$ cat src/rtl/serial_subtractor_if.sv
// Start/done handshake bundle for the bit-serial subtractor.
// The master issues operands with start; the slave returns diff/borrow with a done pulse.
interface serial_subtractor_if #(
    parameter int WIDTH = 8
);
    logic             start;
    logic [WIDTH-1:0] a;
    logic [WIDTH-1:0] b;
    logic             busy;
    logic             done;
    logic [WIDTH-1:0] diff;
    logic             borrow;

    modport master (
        output start, a, b,
        input  busy, done, diff, borrow
    );

    modport slave (
        input  start, a, b,
        output busy, done, diff, borrow
    );
endinterface

$ cat src/rtl/serial_subtractor.sv
// Bit-serial two's-complement subtractor: diff = a - b, one bit per clock, LSB first.
// A registered borrow links successive full-subtractor slices; a three-state FSM sequences the operation.
module serial_subtractor #(
    parameter int WIDTH = 8
) (
    input logic                clk,
    input logic                rst_n,
    serial_subtractor_if.slave bus
);
    localparam int            CW   = (WIDTH > 1) ? $clog2(WIDTH) : 1;
    localparam logic [CW-1:0] LAST = CW'(WIDTH - 1);

    typedef enum logic [1:0] {
        ST_IDLE,
        ST_RUN,
        ST_DONE
    } state_e;

    state_e           state_q, state_d;
    logic [WIDTH-1:0] a_sh_q, a_sh_d;
    logic [WIDTH-1:0] b_sh_q, b_sh_d;
    logic [WIDTH-1:0] res_q, res_d;
    logic [WIDTH-1:0] diff_q, diff_d;
    logic             bin_q, bin_d;
    logic             borrow_q, borrow_d;
    logic [CW-1:0]    cnt_q, cnt_d;

    logic a_bit, b_bit, d_bit, bout;
    logic accept;

    // Full-subtractor slice on the current LSBs and the registered borrow.
    assign a_bit  = a_sh_q[0];
    assign b_bit  = b_sh_q[0];
    assign d_bit  = a_bit ^ b_bit ^ bin_q;
    assign bout   = (~a_bit & b_bit) | (~(a_bit ^ b_bit) & bin_q);
    assign accept = (state_q != ST_RUN) && bus.start;

    always_ff @(posedge clk) begin
        if (!rst_n) begin
            state_q  <= ST_IDLE;
            a_sh_q   <= '0;
            b_sh_q   <= '0;
            res_q    <= '0;
            diff_q   <= '0;
            bin_q    <= 1'b0;
            borrow_q <= 1'b0;
            cnt_q    <= '0;
        end else begin
            // NOTE: non-blocking assignments let every register sample the pre-edge values, so ordering here is irrelevant.
            state_q  <= state_d;
            a_sh_q   <= a_sh_d;
            b_sh_q   <= b_sh_d;
            res_q    <= res_d;
            diff_q   <= diff_d;
            bin_q    <= bin_d;
            borrow_q <= borrow_d;
            cnt_q    <= cnt_d;
        end
    end

    always_comb begin
        // NOTE: every next-state value defaults to its hold value first, so no path can infer a latch.
        state_d  = state_q;
        a_sh_d   = a_sh_q;
        b_sh_d   = b_sh_q;
        res_d    = res_q;
        diff_d   = diff_q;
        bin_d    = bin_q;
        borrow_d = borrow_q;
        cnt_d    = cnt_q;

        case (state_q)
            ST_IDLE: begin
                if (bus.start) state_d = ST_RUN;
            end
            ST_RUN: begin
                a_sh_d = a_sh_q >> 1;
                b_sh_d = b_sh_q >> 1;
                res_d  = {d_bit, res_q[WIDTH-1:1]};
                bin_d  = bout;
                if (cnt_q == LAST) begin
                    // Result registers change only here, so partial sums never reach the outputs.
                    state_d  = ST_DONE;
                    diff_d   = {d_bit, res_q[WIDTH-1:1]};
                    borrow_d = bout;
                    cnt_d    = '0;
                end else begin
                    cnt_d = cnt_q + 1'b1;
                end
            end
            ST_DONE: begin
                state_d = bus.start ? ST_RUN : ST_IDLE;
            end
            default: state_d = ST_IDLE;
        endcase

        if (accept) begin
            a_sh_d = bus.a;
            b_sh_d = bus.b;
            res_d  = '0;
            bin_d  = 1'b0;
            cnt_d  = '0;
        end
    end

    assign bus.busy   = (state_q == ST_RUN);
    assign bus.done   = (state_q == ST_DONE);
    assign bus.diff   = diff_q;
    assign bus.borrow = borrow_q;
endmodule
$ cat src/flat_wrapper.sv
// flat-port wrapper written by rule: the top's interface ports become plain ports
module serial_subtractor_flat 
#(
    parameter int WIDTH = 8
)
  (clk, rst_n, bus_start, bus_a, bus_b, bus_busy, bus_done, bus_diff, bus_borrow);
  serial_subtractor_if #(.WIDTH(WIDTH)) bus_i ();
  input logic clk;
  input logic rst_n;
  input wire logic [$bits(bus_i.start)-1:0] bus_start;
  input wire logic [$bits(bus_i.a)-1:0] bus_a;
  input wire logic [$bits(bus_i.b)-1:0] bus_b;
  output wire logic [$bits(bus_i.busy)-1:0] bus_busy;
  output wire logic [$bits(bus_i.done)-1:0] bus_done;
  output wire logic [$bits(bus_i.diff)-1:0] bus_diff;
  output wire logic [$bits(bus_i.borrow)-1:0] bus_borrow;
  assign bus_i.start = bus_start;
  assign bus_i.a = bus_a;
  assign bus_i.b = bus_b;
  assign bus_busy = bus_i.busy;
  assign bus_done = bus_i.done;
  assign bus_diff = bus_i.diff;
  assign bus_borrow = bus_i.borrow;
  serial_subtractor #(.WIDTH(WIDTH)) u_core (.clk(clk), .rst_n(rst_n), .bus(bus_i));
endmodule
$ cat config.mk
export PLATFORM = sky130hd
export DESIGN_NAME = serial_subtractor_flat
export DESIGN_NICKNAME = d
export VERILOG_FILES = /design/src/rtl/serial_subtractor_if.sv /design/src/rtl/serial_subtractor.sv /design/src/flat_wrapper.sv
export SDC_FILE = /design/constraint.sdc
export NUM_CORES = 1
export LEC_CHECK = 0
export CORE_ASPECT_RATIO = 0.9
export CORE_MARGIN = 2
export CORE_UTILIZATION = 50
export CTS_CLUSTER_DIAMETER = 100
export DETAILED_ROUTE_END_ITERATION = 10
export HOLD_SLACK_MARGIN = 0.02
export MAX_ROUTING_LAYER = met4
export PLACE_DENSITY = 0.88
export SLEW_MARGIN = 20
export SYNTH_ARGS = -nofsm -noshare
export SYNTH_HDL_FRONTEND = slang
export SYNTH_SLANG_ARGS = --single-unit
export TNS_END_PERCENT = 10
$ cat constraint.sdc
create_clock -name clk -period 2.36 [get_ports clk]
set_input_delay 0.354 -clock clk [delete_from_list [all_inputs] [get_ports clk]]
set_output_delay 0.354 -clock clk [all_outputs]
set_load 0.005 [all_outputs]
After elaboration in Yosys (flattened, before gate mapping)
Index checks and enable logic that the tools add are counted.
W data, S select, Z words.
{"block": "totals", "out_inout_bits": 11, "reg_bits": 39, "elab_cells": 38, "inputBits": 19}
{"block": "classes", "add_sub_neg": 1, "n_bitwise": 8, "mux": 9, "n_reduce_logical": 6, "n_eq_ne": 6}
{"operator": "$mux W8", "count": 4}
{"operator": "$pmux W2 S3", "count": 1}
{"operator": "$mux W2", "count": 2}
{"operator": "$ne A2 B1 Y1 const B", "count": 2}
{"operator": "$reduce_and A2 Y1", "count": 2}
{"operator": "$add A3 B1 Y3 const B", "count": 1}
{"operator": "$eq A3 B3 Y1 const B", "count": 1}
{"operator": "$mux W3", "count": 1}
{"operator": "$not A1 Y1", "count": 3}
{"operator": "$and A1 B1 Y1", "count": 2}
{"operator": "$eq A2 B1 Y1 const B", "count": 1}
{"operator": "$eq A2 B2 Y1 const B", "count": 1}
{"operator": "$logic_not A2 Y1", "count": 1}
{"operator": "$ne A2 B2 Y1 const B", "count": 1}
{"operator": "$reduce_bool A2 Y1", "count": 1}
{"operator": "$reduce_or A2 Y1", "count": 1}
{"operator": "$xor A1 B1 Y1", "count": 2}
{"operator": "$logic_and A1 B1 Y1", "count": 1}
{"operator": "$mux W1", "count": 1}
{"operator": "$or A1 B1 Y1", "count": 1}

Logic depth before layout (Yosys ltp)
{"block": "logic_depth", "word_depth": 4, "depth_mapped": 7, "depth_no_buf": 5}

Worst setup path after synthesis
Ideal clock, no wire load.
{"block": "synth_path", "kind": "register -> register", "start": "reg u_core.cnt_q[0]", "end": "reg u_core.borrow_q (netlist: u_core.bus.borrow)", "t_arrival_ns": 1.223, "period_less_slack_ns": 1.309, "stages_incl_launch_ff": 6, "n_path_buf": 1, "path_slack_ns": 1.051, "setup_ns": 0.086, "required_time_ns": 2.274, "path_cell_list": "dfxtp_1 ha_1 ha_1 and3b_1 buf_2 a211oi_1"}
{"block": "synth_via", "elab_chain_len": 2}
{"element": "start, declared", "line_no": "serial_subtractor.sv:26", "rtl": "logic [CW-1:0] cnt_q, cnt_d;"}
{"element": "start signal, assigned", "line_no": "serial_subtractor.sv:57", "rtl": "cnt_q <= cnt_d;"}
{"element": "$eq A3 B3 Y1", "line_no": "serial_subtractor.sv:81", "rtl": "if (cnt_q == LAST) begin"}
{"element": "$reduce_and A2 Y1 (no line)"}
{"element": "end signal, assigned", "line_no": "serial_subtractor.sv:56", "rtl": "borrow_q <= borrow_d;"}
{"element": "end, declared", "line_no": "serial_subtractor.sv:25", "rtl": "logic borrow_q, borrow_d;"}
Every way passes these cells.
A chain may end at the register's enable or synchronous reset.

Worst setup path after layout
{"block": "layout_path", "start": "reg u_core.state_q[0]", "end": "out bus_busy"}
{"block": "layout_via", "elab_chain_len": 1}
{"element": "start, declared", "line_no": "serial_subtractor.sv:19", "rtl": "state_e state_q, state_d;"}
{"element": "start signal, assigned", "line_no": "serial_subtractor.sv:50", "rtl": "state_q <= state_d;"}
{"element": "$eq A2 B1 Y1", "line_no": "serial_subtractor.sv:106", "rtl": "assign bus.busy = (state_q == ST_RUN);"}
{"element": "end, declared", "line_no": "flat_wrapper.sv:13", "rtl": "output wire logic [$bits(bus_i.busy)-1:0] bus_busy;"}
Every way passes these cells.

==> results.txt <==
The tools report the element type at the critical path start as a register. The total die area was 3550 um^2. The post-synthesis simple-gate area fraction is 16.5%, and the synthesized area divided by synthesized cell count is 8.26 um^2.

Entering global routing, the biggest net connects 30 pins. The transition time at the pin with the least slew margin was 458 ps; the number of primary I/O pins was 30. The synthesized instance count is 187.

The number of nets in the synthesized netlist is 210. Critical path launch point: u_core.state_q[0]. Yosys printed 0 warnings.

In this run the horizontal extent of the chip is 62.6 um. The average detailed-routed wire length per instance works out to 11.4 um. Once detailed placement completed, the half-perimeter wirelength came to 2.09 mm. Summed over its instances, the top area cell type makes up 49.3% of the synthesized netlist area. Data arrives at the worst endpoint at 1720 ps. The chip height was 56.7 um.

Summing the areas of all compound-gate instances in the mapped netlist gives 21.4% of the synthesized area. The setup path with the least slack is of type reg -> out. The total number of H-tree levels came out at 2. Fill cells in the final layout number 287. Synthesis inferred 38 register bits.

For the worst setup path, the data required time is 2010 ps. The area growth from synthesis to layout is 23.0%. After layout, the worst setup slack is 286 ps.

Leaving out filler cells and counting taps, the final layout contains 258. The run finished with clean final reports. After synthesis, the largest family of logic cells by area is compound AO/OA/AOI/OAI gates. In this run the standard cell core region covers 3000 um^2. CTS root buffer: clkbuf_4. Summing the areas of all xor and xnor instances in the mapped netlist gives 0% of the synthesized area. The worst register-to-register path begins at u_core.cnt_q[0].

The number of cells in the design after placement is 250, and the count of TritonRoute iterations in the first routing pass is 4. The routed layout has 1297 vias. Number of hold buffers added after cts: 0. Of all nets on the critical path, the largest fanout is 29.

Summed over all instances, the cell type with the most area after synthesis is dfxtp_1. The post-cts gate resize count was 0; the final critical delay including setup and external delays was 2070 ps. Buffers added to address setup during post-CTS repair amount to 0. TritonCTS created 5 clock buffers. The adder-cell share of the synthesized area is 3.73%, and the total global routing overflow is 0. The antenna diode count is 0, and the length in cells of the worst reg-to-reg path is 5. The run gives 1190 uW as the total power consumption of the routed design. The tools report the placement-stage worst setup slack as 654 ps. In this run, distinct cell masters in the synthesized netlist total 27. After floorplanning, the core was divided into 19 placement rows. In the synthesized netlist, mux cells make up 1.94% of the area. The share of the Yosys chip area taken by registers is 49.3%. Once detail routing completed, the nets flagged for antenna violations numbered 0. Power spread over the standard cell area amounts to 629 nW/um^2. Clock transition time at the flip-flop clock pins of the worst setup and hold paths: 120 ps. The run gives 0 as the count of final max-slew check failures. Of the available clock period, the critical path in the final layout requires 87.9%. In this run the worst setup path terminates at bus_busy. The slack of the worst reg-to-reg path is 860 ps, and the count of endpoints failing hold in the final timing report is 0. The worst-case IR drop observed on VDD is 0.444 mV. STA classifies the critical path endpoint as an output port. TritonCTS built the clock tree.

The starting DRC count in detailed routing is 18, and the clock network latency to the later pin of the worst-skew pair is 360 ps. Share of cells above drive strength 1: 7.87%. The worst register-to-register path ends at u_core.bus.borrow. For the number of global-route vias before repair, the log shows 1184. Setup violations remaining at the end of the flow were counted as 0. After detailed routing, the number of vias per cell comes to 5.03.

Cells fill 63.4% of the core in the end. On the final layout, the worst clock skew is 11.7 ps. For the number of nets in the final layout, the log shows 238. The initial antenna violation count was 0.

The first global-routing pass estimated 5.13 mm of wire. Ranked by total cell area, the synthesized netlist is headed by dfxtp_1 49%, a21oi_1 14%, nand2_1 12%, o21ai_0 4.5%, ha_1 2.4%. The post-detailed-routing wire length is 2.94 mm, and the number of design rule violations left after detail routing is 0. For the area of the mapped netlist, the log shows 1540 um^2. The total negative slack for setup checks came out at 0 ps. The cell leakage power is 0.000699 uW, and the overall fraction of global-route tracks in use is 19.0%. The origin of the worst min-delay path was u_core.bus.diff[6]. In this run the worst hold path is classified as reg -> reg. The worst pin sits at a relative slew slack of 69.3%.

Clock tree synthesis found a total of 38 sinks. The maximum clock insertion buffer count was 2. The routability-driven placement congestion ratio was 0.764; the upper clock frequency limit was 0.482 GHz.

The number of maximum-capacitance constraint violations came out at 0. Setup repair after global routing left no endpoint under its margin. The count of buffers added on input and output ports is 29. For the initial core utilization, the log shows 51.5%.
[power breakdown]
| group | total [uW] | switching, uW | internal (uW) |
|---|---|---|---|
| Combinational | 144 | 75.8 | 68.2 |
| Sequential | 686 | 15.5 | 670 |
| Clock | 365 | 222 | 143 |
| Total | 1190 | 313 | 881 |
[worst max-delay path: stages, from the launching register on]
cell and delay, ps:
dfxtp_1 410, nand2b_1 130, inv_4 250, clkdlybuf4s50_1 570
[worst min-delay path by stage]
| stage | end | slack (ps) | cells past startpoint |
|---|---|---|---|
| 2_1_floorplan | u_core.bus.diff[0] | 430 | 2 |
| 3_3_place_gp | u_core.res_q[1] | 440 | 2 |
| 3_5_place_dp | u_core.bus.diff[6] | 450 | 2 |
| 4_1_cts | u_core.bus.diff[6] | 460 | 2 |
| 5_1_grt | u_core.bus.diff[3] | 480 | 2 |
| 6_report | u_core.bus.diff[6] | 460 | 2 |
[cell families (layout without fill, tap and decap cells)]
logic type	after synthesis	in the layout
DFF	38	38
muxes	3	3
and+or+nand+nor	61	61
adders and majority gates	4	4
AOI/OAI and AO/OA	63	63
buffers and inverters	18	47
[layer usage]
metal	global-route usage, %	routed length, um	part of all wire, %
met5	-	0	0
met4	6.67	43	1.5
met3	6.61	161	5.5
met2	32.1	1420	48
met1	20.8	1310	45
[layout make-up]
type / instances / area [um^2] / area share (%)
Clock buffer: 6 / 51.3 / 2.70
Clock inverter: 2 / 12.5 / 0.659
Inverter: 5 / 21.3 / 1.12
Multi-Input combinational cell: 131 / 673 / 35.4
Sequential cell: 38 / 761 / 40.1
Tap cell: 42 / 52.6 / 2.77
Timing Repair Buffer: 34 / 328 / 17.3
[Yosys cell counts, drive strengths merged]
library cell  instances
nand2                48
a211oi                2
ha                    3
o22ai                 1
and2                  1
buf                   9
inv                   4
clkbuf                4
mux2i                 3
and3b                 1
and3                  1
clkinv                1
nand3b                2
o21ai                15
dfxtp                38
nor2b                 1
nand2b                1
nor2                  6
a21oi                45
fa                    1
[registers in the layout (all words and copies together) (netlist names)]
register,count
u_core.b_sh_q,8
u_core.bin_q,1
u_core.res_q,7
u_core.bus.diff,8
u_core.state_q,2
u_core.a_sh_q,8
u_core.bus.borrow,1
u_core.cnt_q,3
[through the flow]
| stage | hold slack [ps] | instance area, um^2 |
|---|---|---|
| after floorplan | 432 | 1540 |
| after global placement | 443 | 1840 |
| after detailed placement | 446 | 1840 |
| after CTS | 462 | 1900 |
| after global routing | 482 | 1900 |
| final | 462 | 1900 |
[cells in the final DEF, fill, tap and decap left out]
cell	synthesis	final
nand3b_2	1	1
buf_4	0	5
clkdlybuf4s50_1	0	29
clkbuf_8	0	1
a21oi_2	1	1
clkbuf_4	0	5
clkinvlp_4	0	1
nand3b_1	1	1
ha_1	3	3
dfxtp_1	38	38
and3b_1	1	1
and2_1	1	1
and3_1	1	1
nor2_1	6	6
nor2b_1	1	1
nand2_1	48	48
a211oi_2	1	1
fa_1	1	1
inv_1	3	3
a21oi_1	44	44
o21ai_0	14	14
nand2b_1	1	1
inv_4	1	1
o21ai_1	1	1
a211oi_1	1	1
clkinv_2	0	1
o22ai_1	1	1
mux2i_1	3	3
clkinv_1	1	1
(Power assumes the default switching activity.)
